<file path="src/rtl/lab2_timer_ctrl_if.sv">
// Button/preset inputs, counter feedback and counter-control outputs of the
// kitchen-timer controller, bundled for the controller and its driver.
interface lab2_timer_ctrl_if;
  logic       GO;
  logic       SET;
  logic       CANCEL;
  logic [3:0] PRESET_D1;
  logic [3:0] PRESET_D2;
  logic [3:0] Q1;
  logic [3:0] Q2;
  logic [3:0] CNT_D1;
  logic [3:0] CNT_D2;
  logic       CNT_LOAD;
  logic       CNT_ENABLE;
  logic       CNT_UP;
  logic       CNT_CLR;
  logic       ALARM;
  logic [2:0] STATE;

  modport master (
    output GO, SET, CANCEL, PRESET_D1, PRESET_D2, Q1, Q2,
    input  CNT_D1, CNT_D2, CNT_LOAD, CNT_ENABLE, CNT_UP, CNT_CLR, ALARM, STATE
  );

  modport slave (
    input  GO, SET, CANCEL, PRESET_D1, PRESET_D2, Q1, Q2,
    output CNT_D1, CNT_D2, CNT_LOAD, CNT_ENABLE, CNT_UP, CNT_CLR, ALARM, STATE
  );
endinterface

</file>
<file path="src/rtl/lab2_timer_ctrl.sv">
// Kitchen-timer sequencer for the two-digit BCD down counter: preset load,
// prescaled count-down pulses, pause/resume, timed alarm and cancel/clear.
module lab2_timer_ctrl #(
  parameter int TICK_DIV     = 100000000,
  parameter int ALARM_CYCLES = 300000000
) (
  input logic              CLK,
  input logic              RST,
  lab2_timer_ctrl_if.slave tif
);
  localparam int PW = $clog2(TICK_DIV);
  localparam int AW = (ALARM_CYCLES > 1) ? $clog2(ALARM_CYCLES) : 1;
  localparam logic [PW-1:0] PRESC_MAX = PW'(TICK_DIV - 1);
  localparam logic [AW-1:0] ALARM_MAX = AW'(ALARM_CYCLES - 1);

  typedef enum logic [2:0] {
    S_IDLE  = 3'd0,
    S_LOAD  = 3'd1,
    S_READY = 3'd2,
    S_RUN   = 3'd3,
    S_PAUSE = 3'd4,
    S_ALARM = 3'd5,
    S_CLEAR = 3'd6
  } state_e;

  state_e          state_q, state_d;
  logic [2:0]      btn, btn_prev_q, btn_prev_d, ev;
  logic [PW-1:0]   presc_q, presc_d;
  logic [AW-1:0]   acnt_q, acnt_d;
  logic [1:0][3:0] dig_q, dig_d, pre;
  logic            load_q, load_d, en_q, en_d, clr_q, clr_d, alarm_q, alarm_d;
  logic            ev_go, ev_set, ev_cancel, q_zero;

  // bit order {CANCEL, SET, GO}; an event is a rising level seen this edge
  assign btn       = {tif.CANCEL, tif.SET, tif.GO};
  assign ev        = btn & ~btn_prev_q;
  assign ev_go     = ev[0];
  assign ev_set    = ev[1];
  assign ev_cancel = ev[2];
  assign q_zero    = ({tif.Q2, tif.Q1} == 8'h00);
  assign pre       = {tif.PRESET_D2, tif.PRESET_D1};

  always_comb begin
    state_d    = state_q;
    presc_d    = presc_q;
    acnt_d     = acnt_q;
    dig_d      = dig_q;
    en_d       = 1'b0;
    btn_prev_d = btn;
    case (state_q)
      S_IDLE: begin
        if (ev_cancel)   state_d = S_CLEAR;
        else if (ev_set) state_d = S_LOAD;
      end
      S_LOAD: state_d = S_READY;
      S_READY: begin
        if (ev_cancel)   state_d = S_CLEAR;
        else if (ev_set) state_d = S_LOAD;
        else if (ev_go) begin
          state_d = S_RUN;
          presc_d = '0;
        end
      end
      S_RUN: begin
        // the prescaler only advances on edges that stay in RUN, so a pause
        // landing on the tick edge defers the pulse instead of dropping it
        if (ev_cancel)   state_d = S_CLEAR;
        else if (q_zero) state_d = S_ALARM;
        else if (ev_go)  state_d = S_PAUSE;
        else begin
          presc_d = (presc_q == PRESC_MAX) ? '0 : presc_q + 1'b1;
          en_d    = (presc_q == PRESC_MAX);
        end
      end
      S_PAUSE: begin
        if (ev_cancel) state_d = S_CLEAR;
        else if (ev_set) begin
          state_d = S_LOAD;
          presc_d = '0;
        end
        else if (ev_go) state_d = S_RUN;
      end
      S_ALARM: begin
        if (ev_go || ev_cancel || acnt_q == ALARM_MAX) state_d = S_IDLE;
        else acnt_d = acnt_q + 1'b1;
      end
      S_CLEAR: state_d = S_IDLE;
      default: state_d = S_IDLE;
    endcase

    if (state_d == S_ALARM && state_q != S_ALARM) acnt_d = '0;
    if (state_d == S_LOAD) begin
      for (int i = 0; i < 2; i++) dig_d[i] = (pre[i] > 4'd9) ? 4'd9 : pre[i];
    end

    load_d  = (state_d == S_LOAD);
    en_d    = en_d | load_d;
    clr_d   = (state_d != S_CLEAR);
    alarm_d = (state_d == S_ALARM);
  end

  always_ff @(posedge CLK or posedge RST) begin
    if (RST) begin
      state_q    <= S_IDLE;
      btn_prev_q <= '0;
      presc_q    <= '0;
      acnt_q     <= '0;
      dig_q      <= '0;
      load_q     <= 1'b0;
      en_q       <= 1'b0;
      clr_q      <= 1'b0;
      alarm_q    <= 1'b0;
    end else begin
      state_q    <= state_d;
      btn_prev_q <= btn_prev_d;
      presc_q    <= presc_d;
      acnt_q     <= acnt_d;
      dig_q      <= dig_d;
      load_q     <= load_d;
      en_q       <= en_d;
      clr_q      <= clr_d;
      alarm_q    <= alarm_d;
    end
  end

  assign tif.CNT_D1     = dig_q[0];
  assign tif.CNT_D2     = dig_q[1];
  assign tif.CNT_LOAD   = load_q;
  assign tif.CNT_ENABLE = en_q;
  assign tif.CNT_UP     = 1'b0;
  assign tif.CNT_CLR    = clr_q;
  assign tif.ALARM      = alarm_q;
  assign tif.STATE      = state_q;
endmodule

</file>
<file path="src/flat_wrapper.sv">
// flat-port wrapper written by rule: the top's interface ports become plain ports
module lab2_timer_ctrl_flat 
#(
  parameter int TICK_DIV     = 100000000,
  parameter int ALARM_CYCLES = 300000000
)
  (CLK, RST, tif_GO, tif_SET, tif_CANCEL, tif_PRESET_D1, tif_PRESET_D2, tif_Q1, tif_Q2, tif_CNT_D1, tif_CNT_D2, tif_CNT_LOAD, tif_CNT_ENABLE, tif_CNT_UP, tif_CNT_CLR, tif_ALARM, tif_STATE);
  lab2_timer_ctrl_if tif_i ();
  input logic CLK;
  input logic RST;
  input wire logic [$bits(tif_i.GO)-1:0] tif_GO;
  input wire logic [$bits(tif_i.SET)-1:0] tif_SET;
  input wire logic [$bits(tif_i.CANCEL)-1:0] tif_CANCEL;
  input wire logic [$bits(tif_i.PRESET_D1)-1:0] tif_PRESET_D1;
  input wire logic [$bits(tif_i.PRESET_D2)-1:0] tif_PRESET_D2;
  input wire logic [$bits(tif_i.Q1)-1:0] tif_Q1;
  input wire logic [$bits(tif_i.Q2)-1:0] tif_Q2;
  output wire logic [$bits(tif_i.CNT_D1)-1:0] tif_CNT_D1;
  output wire logic [$bits(tif_i.CNT_D2)-1:0] tif_CNT_D2;
  output wire logic [$bits(tif_i.CNT_LOAD)-1:0] tif_CNT_LOAD;
  output wire logic [$bits(tif_i.CNT_ENABLE)-1:0] tif_CNT_ENABLE;
  output wire logic [$bits(tif_i.CNT_UP)-1:0] tif_CNT_UP;
  output wire logic [$bits(tif_i.CNT_CLR)-1:0] tif_CNT_CLR;
  output wire logic [$bits(tif_i.ALARM)-1:0] tif_ALARM;
  output wire logic [$bits(tif_i.STATE)-1:0] tif_STATE;
  assign tif_i.GO = tif_GO;
  assign tif_i.SET = tif_SET;
  assign tif_i.CANCEL = tif_CANCEL;
  assign tif_i.PRESET_D1 = tif_PRESET_D1;
  assign tif_i.PRESET_D2 = tif_PRESET_D2;
  assign tif_i.Q1 = tif_Q1;
  assign tif_i.Q2 = tif_Q2;
  assign tif_CNT_D1 = tif_i.CNT_D1;
  assign tif_CNT_D2 = tif_i.CNT_D2;
  assign tif_CNT_LOAD = tif_i.CNT_LOAD;
  assign tif_CNT_ENABLE = tif_i.CNT_ENABLE;
  assign tif_CNT_UP = tif_i.CNT_UP;
  assign tif_CNT_CLR = tif_i.CNT_CLR;
  assign tif_ALARM = tif_i.ALARM;
  assign tif_STATE = tif_i.STATE;
  lab2_timer_ctrl #(.TICK_DIV(TICK_DIV), .ALARM_CYCLES(ALARM_CYCLES)) u_core (.CLK(CLK), .RST(RST), .tif(tif_i));
endmodule
</file>
<file path="config.mk">
export PLATFORM = sky130hd
export DESIGN_NAME = lab2_timer_ctrl_flat
export DESIGN_NICKNAME = d
export VERILOG_FILES = /design/src/rtl/lab2_timer_ctrl_if.sv /design/src/rtl/lab2_timer_ctrl.sv /design/src/flat_wrapper.sv
export SDC_FILE = /design/constraint.sdc
export NUM_CORES = 1
export LEC_CHECK = 0
export CAP_MARGIN = 10
export CORE_MARGIN = 1
export CORE_UTILIZATION = 57
export DETAILED_ROUTE_END_ITERATION = 7
export DONT_BUFFER_PORTS = 1
export PLACE_DENSITY_LB_ADDON = 0.15
export SLEW_MARGIN = 20
export SYNTH_ARGS = -nofsm -noshare
export SYNTH_HDL_FRONTEND = slang
export SYNTH_SLANG_ARGS = --single-unit
export TNS_END_PERCENT = 20
</file>
<file path="constraint.sdc">
create_clock -name CLK -period 2.2 [get_ports CLK]
set_input_delay 0.44 -clock CLK [delete_from_list [all_inputs] [get_ports CLK]]
set_output_delay 0.44 -clock CLK [all_outputs]
set_load 0.05 [all_outputs]
</file>
==> reports/results.tsv, run 1 <==
metric	value	unit
outcome	finished clean	
CTS tree	done	
total number of vias	3324	
layout cells sized above 1	16.09	%
Sink Count	74	
critical path launch point	u_core.acnt_q[27]	
met3 GRT Util	4.427	%
pwr dens	943.0	nW/um^2
cell area after layout	4537	um^2
clk slew on worst S/H paths	0.07	ns
Fill cells	552	
1st-iter DRT viols	243	
DR vias/cell	5.978	
ANT nets after route	0	
share of synthesized registers carrying an async set or reset	100.0	%
gpl congestion	0.8705	
Hold Path Class	in -> reg	
Post-DP Area	4265	um^2
nets	479	
IO Port Bufs	0	
Syn Nets	453	
core area	6794	um^2
fmax	0.4805	GHz
EDFF count, synth	0	
final setup violation count	0	
Syn Area/Cell	9.273	um^2
synth-to-layout area growth	13.77	%
placed instance count	536	
startpoint types	register	
Core Util, Final	66.78	%
flops & latches, synth	74	
Cells after Synth	430	
top post-synthesis cells by count	dfrtp_1, nor2_1, nand2_1, o21ai_0, nand3_1	
post-synthesis cell area	3988	um^2
Synth area leaders	dfrtp_1, nor2_1, o21ai_0	
GR Util met1	32.85	%
DP HPWL	6.124	mm
post-synth top area share	46.44	%
Worst EP required	2.44	ns
gr busiest metal	met2	
Crit Reg-Reg Endpoint	u_core.tif.CNT_D2[3]	
All-Layer GR Usage	25.66	%
FP Rows	30	
Longest Clk Path Bufs	2	
Starting Density	58.69	%
Main synth FF type	dfrtp_1	
total of max-cap violations	0	
setup TNS	0	ns
Worst setup EP type	register	
unrepaired setup endpoints after global routing	no	
area of the die	7334	um^2
pin count of the biggest net entering global routing	42	
Seq/Total Area, Yosys	46.44	%
Crit path arrival time	2.32	ns
Slew Limit Headroom	64.50	%
vias in the first global route	3235	
Clock Latency Late Sink	0.35	ns
Root Driver	clkbuf_8	
Num CTS Buffers	9	
average wire per standard cell	15.82	um
Slew @ Worst Pin	0.5269	ns
I/O pin cnt	37	
DRT Pass-1 Iters	5	
grt ovf	0	
VDD IR-drop max	835.5	uV
# DRC	0	
most common cell in the netlist	dfrtp_1	
DP Worst Slack	0.003644	ns
Worst Hold Launch	tif_SET	
Final Hold Slack	0.1170	ns
worst r2r src	u_core.acnt_q[27]	
Final Power	4.278	mW
htree depth	3	
minimum clock period	2.081	ns
met2 Resource Use GR	44.00	%
first-pass GRT wire length	14.89	mm
final instance count without filler cells	556	
routed wire length	8.795	mm
Yosys top cell by area	dfrtp_1	
Setup WS post-layout	0.1187	ns
Max Clock Skew	0.006908	ns
initial antenna violation count	0	
Synth Warn #	0	
Hold Crit Depth	0	
R2R depth	6	
Worst Hold Path EP	u_core.btn_prev_q[1]	
final hold violations	0	
Pleak	1.908	nW
Worst R2R Setup Slack	0.12	ns
synth unique cells	54	
height of the die	85.64	um
die width	85.64	um
fin crit share	94.60	%
Worst Path Max Fanout	10	
Max Slew Vio Count	0	
critical path class	reg -> reg	
Inserted Diodes	0	
## cell usage in the layout (no fill, tap or decap), types with 2 or more instances in the layout
| cell | count |
|---|---|
| clkbuf_8 | 9 |
| and4_1 | 5 |
| mux2_2 | 8 |
| or2_2 | 2 |
| a21o_1 | 2 |
| buf_6 | 4 |
| o211ai_1 | 2 |
| nand2_1 | 30 |
| or3_1 | 3 |
| o21ai_0 | 23 |
| a21oi_1 | 7 |
| nand3_1 | 21 |
| xnor2_1 | 15 |
| or4_4 | 3 |
| clkinv_2 | 4 |
| o32ai_1 | 2 |
| o21ai_1 | 11 |
| nand4_1 | 18 |
| and2_1 | 2 |
| buf_4 | 30 |
| dfrtp_1 | 74 |
| nor2_1 | 55 |
| and3_1 | 6 |
| nor2b_1 | 12 |
| or4_1 | 2 |
| nand2b_1 | 7 |
| inv_1 | 10 |
| nor3_1 | 11 |
| a31oi_1 | 10 |
| buf_12 | 3 |
| o21a_1 | 2 |
| xor2_1 | 13 |
| nor4_1 | 6 |
| or2_1 | 2 |
| o31ai_1 | 20 |
## power by group
group,internal (mW),leakage (nW),switching (mW)
Sequential,1.55,0.999,0.539
Clock,0.511,0.0986,0.496
Combinational,0.525,0.810,0.656
## final cells by class
cell class	count	area [um^2]	share of cell area, %
multi-input combinational	321	1972	43.46
sequential	74	1852	40.82
clock inverter	6	58.81	1.296
timing repair buffer	39	365.4	8.053
clock buffer	9	123.9	2.730
tap	96	120.1	2.648
inverter	11	45.04	0.9928
## cells by family (layout without fill, tap and decap cells)
kind of cell / after synthesis / after routing / synth area share [%]
compound gates: 86 / 86 / 13.81
xor+xnor: 28 / 28 / 6.150
fa+ha+maj: 2 / 2 / 0.6274
buf+inv: 35 / 65 / 4.518
flops: 74 / 74 / 46.44
mux: 9 / 9 / 2.510
other cells: 1 / 1 / 0.09404
simple gates: 195 / 195 / 25.86
## worst max-delay path, cell delays in order (launching register included)
cell,delay (ns)
dfrtp_1,0.41
nand4bb_1,0.19
or4_4,0.54
o21a_1,0.22
nor2_4,0.12
nand3_4,0.17
mux2_2,0.32
## flip-flops by register name (all words and copies together) (netlist names), 3 cells and up
register and count:
u_core.presc_q 27, u_core.tif.STATE 3, u_core.acnt_q 29, u_core.btn_prev_q 3
u_core.tif.CNT_D2 4, u_core.tif.CNT_D1 4
## per-layer routing
layer / up-vias / share of wire [%]
met5: - / 0
met4: 0 / 1.5
met3: 16 / 4.1
met2: 94 / 50
met1: 1628 / 44
li1: 1586 / -
## worst max-delay path by stage
stage	endpoint	slack, ns	cells after the start
6_report	u_core.tif.CNT_D2[3]	0.12	6
4_1_cts	u_core.presc_q[18]	0.03	8
3_5_place_dp	u_core.presc_q[22]	0.004	7
3_3_place_gp	u_core.presc_q[22]	0.08	7
2_1_floorplan	u_core.tif.CNT_D1[0]	-0.08	8
5_1_grt	u_core.presc_q[24]	0.003	7
## timing repair
action,in CTS,in global routing
setup endpoints to repair,1,33
cloned,0,2
hold buffers,1,0
resized for setup,0,14
pin swaps,1,5
endpoints found under the hold margin,14,0
setup buffers,0,2
Power figures use the tool's default switching activity.
==> inputs of run 2 (changes only) <==
- CORE_MARGIN: 1 -> 10
==> run 2 against run 1 <==
Via count decreased by 1.6%. Critical path type unchanged. Die area increased by 46%. Sequential power about the same. Power decreased by 1.0%. Maximum frequency decreased by 1.5%. Sequential cell count did not move.
==> reports/results.tsv, run 2 (synthesis results as in run 1) <==
metric	value	unit	change
Inserted Diodes	0		unchanged
Hold Path Class	in -> reg		unchanged
Starting Density	58.69	%	unchanged
Comb pwr share	28.8	%	was 27.6%
# DRC	0		unchanged
average wire per standard cell	16.86	um	was 15.82 um
nets	482		was 479
DRT Pass-1 Iters	4		was 5
gpl congestion	0.8707		was 0.8705
FP Rows	30		unchanged
area of the die	10740	um^2	was 7334 um^2
commonest non-fill, non-tap cell in the layout	dfrtp_1		unchanged
VDD IR-drop max	618.7	uV	was 835.5 uV
register with the most flip-flops	u_core.acnt_q		unchanged
switching share of power	41.43	%	was 39.53%
crit path buf inv count	0		unchanged
Worst setup EP type	register		unchanged
Internal	2.479	mW	was 2.587 mW
grt ovf	0		unchanged
Reg power frac	49.3	%	was 48.9%
routed wire length	9.426	mm	was 8.795 mm
outcome	finished clean		unchanged
placed instance count	535		was 536
initial antenna violation count	0		unchanged
height of the die	103.6	um	was 85.64 um
Setup WS post-layout	0.08654	ns	was 0.1187 ns
ANT nets after route	0		unchanged
met3 routed WL	269	um	was 363 um
CTS tree	done		unchanged
Levels on crit path	6		unchanged
die width	103.6	um	was 85.64 um
Root Driver	clkbuf_8		unchanged
layout cells sized above 1	17.71	%	was 16.09%
routed length on met1	4.388	mm	was 3.899 mm
final hold violations	0		unchanged
Crit path arrival time	2.34	ns	was 2.32 ns
clk slew on worst S/H paths	0.08	ns	was 0.07 ns
All-Layer GR Usage	17.44	%	was 25.66%
Fill cells	546		was 552
max FFs per register	29		unchanged
biggest regs	u_core.acnt_q (29), u_core.presc_q (27)		unchanged
1st-iter DRT viols	149		was 243
cell area after layout	4544	um^2	was 4537 um^2
core area	6794	um^2	unchanged
first-pass GRT wire length	15.96	mm	was 14.89 mm
IO Port Bufs	0		unchanged
total of max-cap violations	0		unchanged
crit-path cells	nand4bb_1 -> or4_4 -> o21a_1 -> nor2_4 -> nand3_4 -> mux2_2		unchanged
Longest Clk Path Bufs	2		unchanged
final setup violation count	0		unchanged
vias in the first global route	3336		was 3,235
commonest cells after routing, fill and taps aside	dfrtp_1, nor2_1, buf_4		was dfrtp_1, nor2_1, nand2_1, buf_4, o21ai_0
fmax	0.4732	GHz	was 0.4805 GHz
Post-DP Area	4245	um^2	was 4265 um^2
minimum clock period	2.113	ns	was 2.081 ns
unrepaired setup endpoints after global routing	yes		was no
slowest stage cell on the critical path	or4_4		unchanged
Top Layer Used	met4		unchanged
synth-to-layout area growth	13.96	%	was 13.77%
Clock Latency Late Sink	0.35	ns	about the same
Num CTS Buffers	9		unchanged
Final Power	4.233	mW	was 4.278 mW
total number of vias	3272		was 3,324
final instance count without filler cells	559		was 556
critical path class	reg -> reg		unchanged
Max Slew Vio Count	0		unchanged
Hold Crit Depth	0		unchanged
metal2 WL	4.596	mm	was 4.399 mm
DR vias/cell	5.853		was 5.978
P_sw	1.754	mW	was 1.691 mW
crit-path max cell delay	0.55	ns	was 0.54 ns
clock power share	21.9	%	was 23.5%
Worst Path Max Fanout	5		was 10
Worst EP required	2.43	ns	was 2.44 ns
Pleak	1.899	nW	was 1.908 nW
DP HPWL	6.576	mm	was 6.124 mm
Slew Limit Headroom	61.54	%	was 64.50%
I/O pin cnt	37		unchanged
Core Util, Final	66.89	%	was 66.78%
largest delay contributor family on the critical path	simple AND/OR/NAND/NOR gates		unchanged
htree depth	3		unchanged
startpoint types	register		unchanged
pwr dens	931.5	nW/um^2	was 943.0 nW/um^2
Max Clock Skew	0.009781	ns	was 0.006908 ns
Sink Count	74		unchanged
pin count of the biggest net entering global routing	37		was 42
R2R depth	6		unchanged
DP Worst Slack	-0.01925	ns	was 0.003644 ns
fin crit share	96.07	%	was 94.60%
Slew @ Worst Pin	0.5623	ns	was 0.5269 ns
[run 2: final timing paths]
kind | from | to | slack, ns
max in group asynchronous | RST | u_core.acnt_q[15] | 1.00
min in group asynchronous | RST | u_core.tif.STATE[2] | 0.58
worst min-delay path | tif_SET | u_core.btn_prev_q[1] | 0.12
worst max-delay path | u_core.acnt_q[27] | u_core.tif.CNT_D1[0] | 0.09
worst min register to register | u_core.presc_q[22] | u_core.presc_q[22] | 0.49
worst max register to register | u_core.acnt_q[27] | u_core.tif.CNT_D1[0] | 0.09
[run 2: what timing repair did]
action                                 CTS  global route
cloned                                   0             3
pin swaps                                1             4
endpoints found under the hold margin   16             0
hold buffers                             1             0
gates resized for setup                  0            29
setup endpoints to repair                3            64
setup buffers                            0             5
[run 2: through the flow]
stage	hold slack, ns	setup TNS, ns
3_3_place_gp	0.3256	0
5_1_grt	0.09903	-0.02007
2_1_floorplan	0.4365	-1.603
6_report	0.1161	0
4_1_cts	0.1021	0
3_5_place_dp	0.3369	-0.03076
[run 2: cell type report]
type                       count  area [um^2]  area share (%)
sequential                    74         1852           40.75
clock inverter                 5        31.28          0.6883
clock buffer                  10        137.6           3.029
inverter                      11        45.04          0.9912
tap                           96        120.1           2.643
multi-input combinational    322         2014           44.33
timing repair buffer          41        344.1           7.572
[run 2: power by group through the flow]
stage / sequential (mW) / clock (mW) / combinational, mW
floorplan: 2.14 / 0 / 0.707
global placement: 2.10 / 0 / 1.02
detailed placement: 2.11 / 0 / 1.06
CTS: 2.08 / 0.947 / 1.06
global route: 2.12 / 0.999 / 1.35
finish: 2.09 / 0.928 / 1.22
[run 2: routing by layer]
metal,global-route usage [%],vias up
met5,0,-
met4,7.157,0
met3,2.726,12
met2,28.78,64
met1,22.19,1605
li1,-,1591
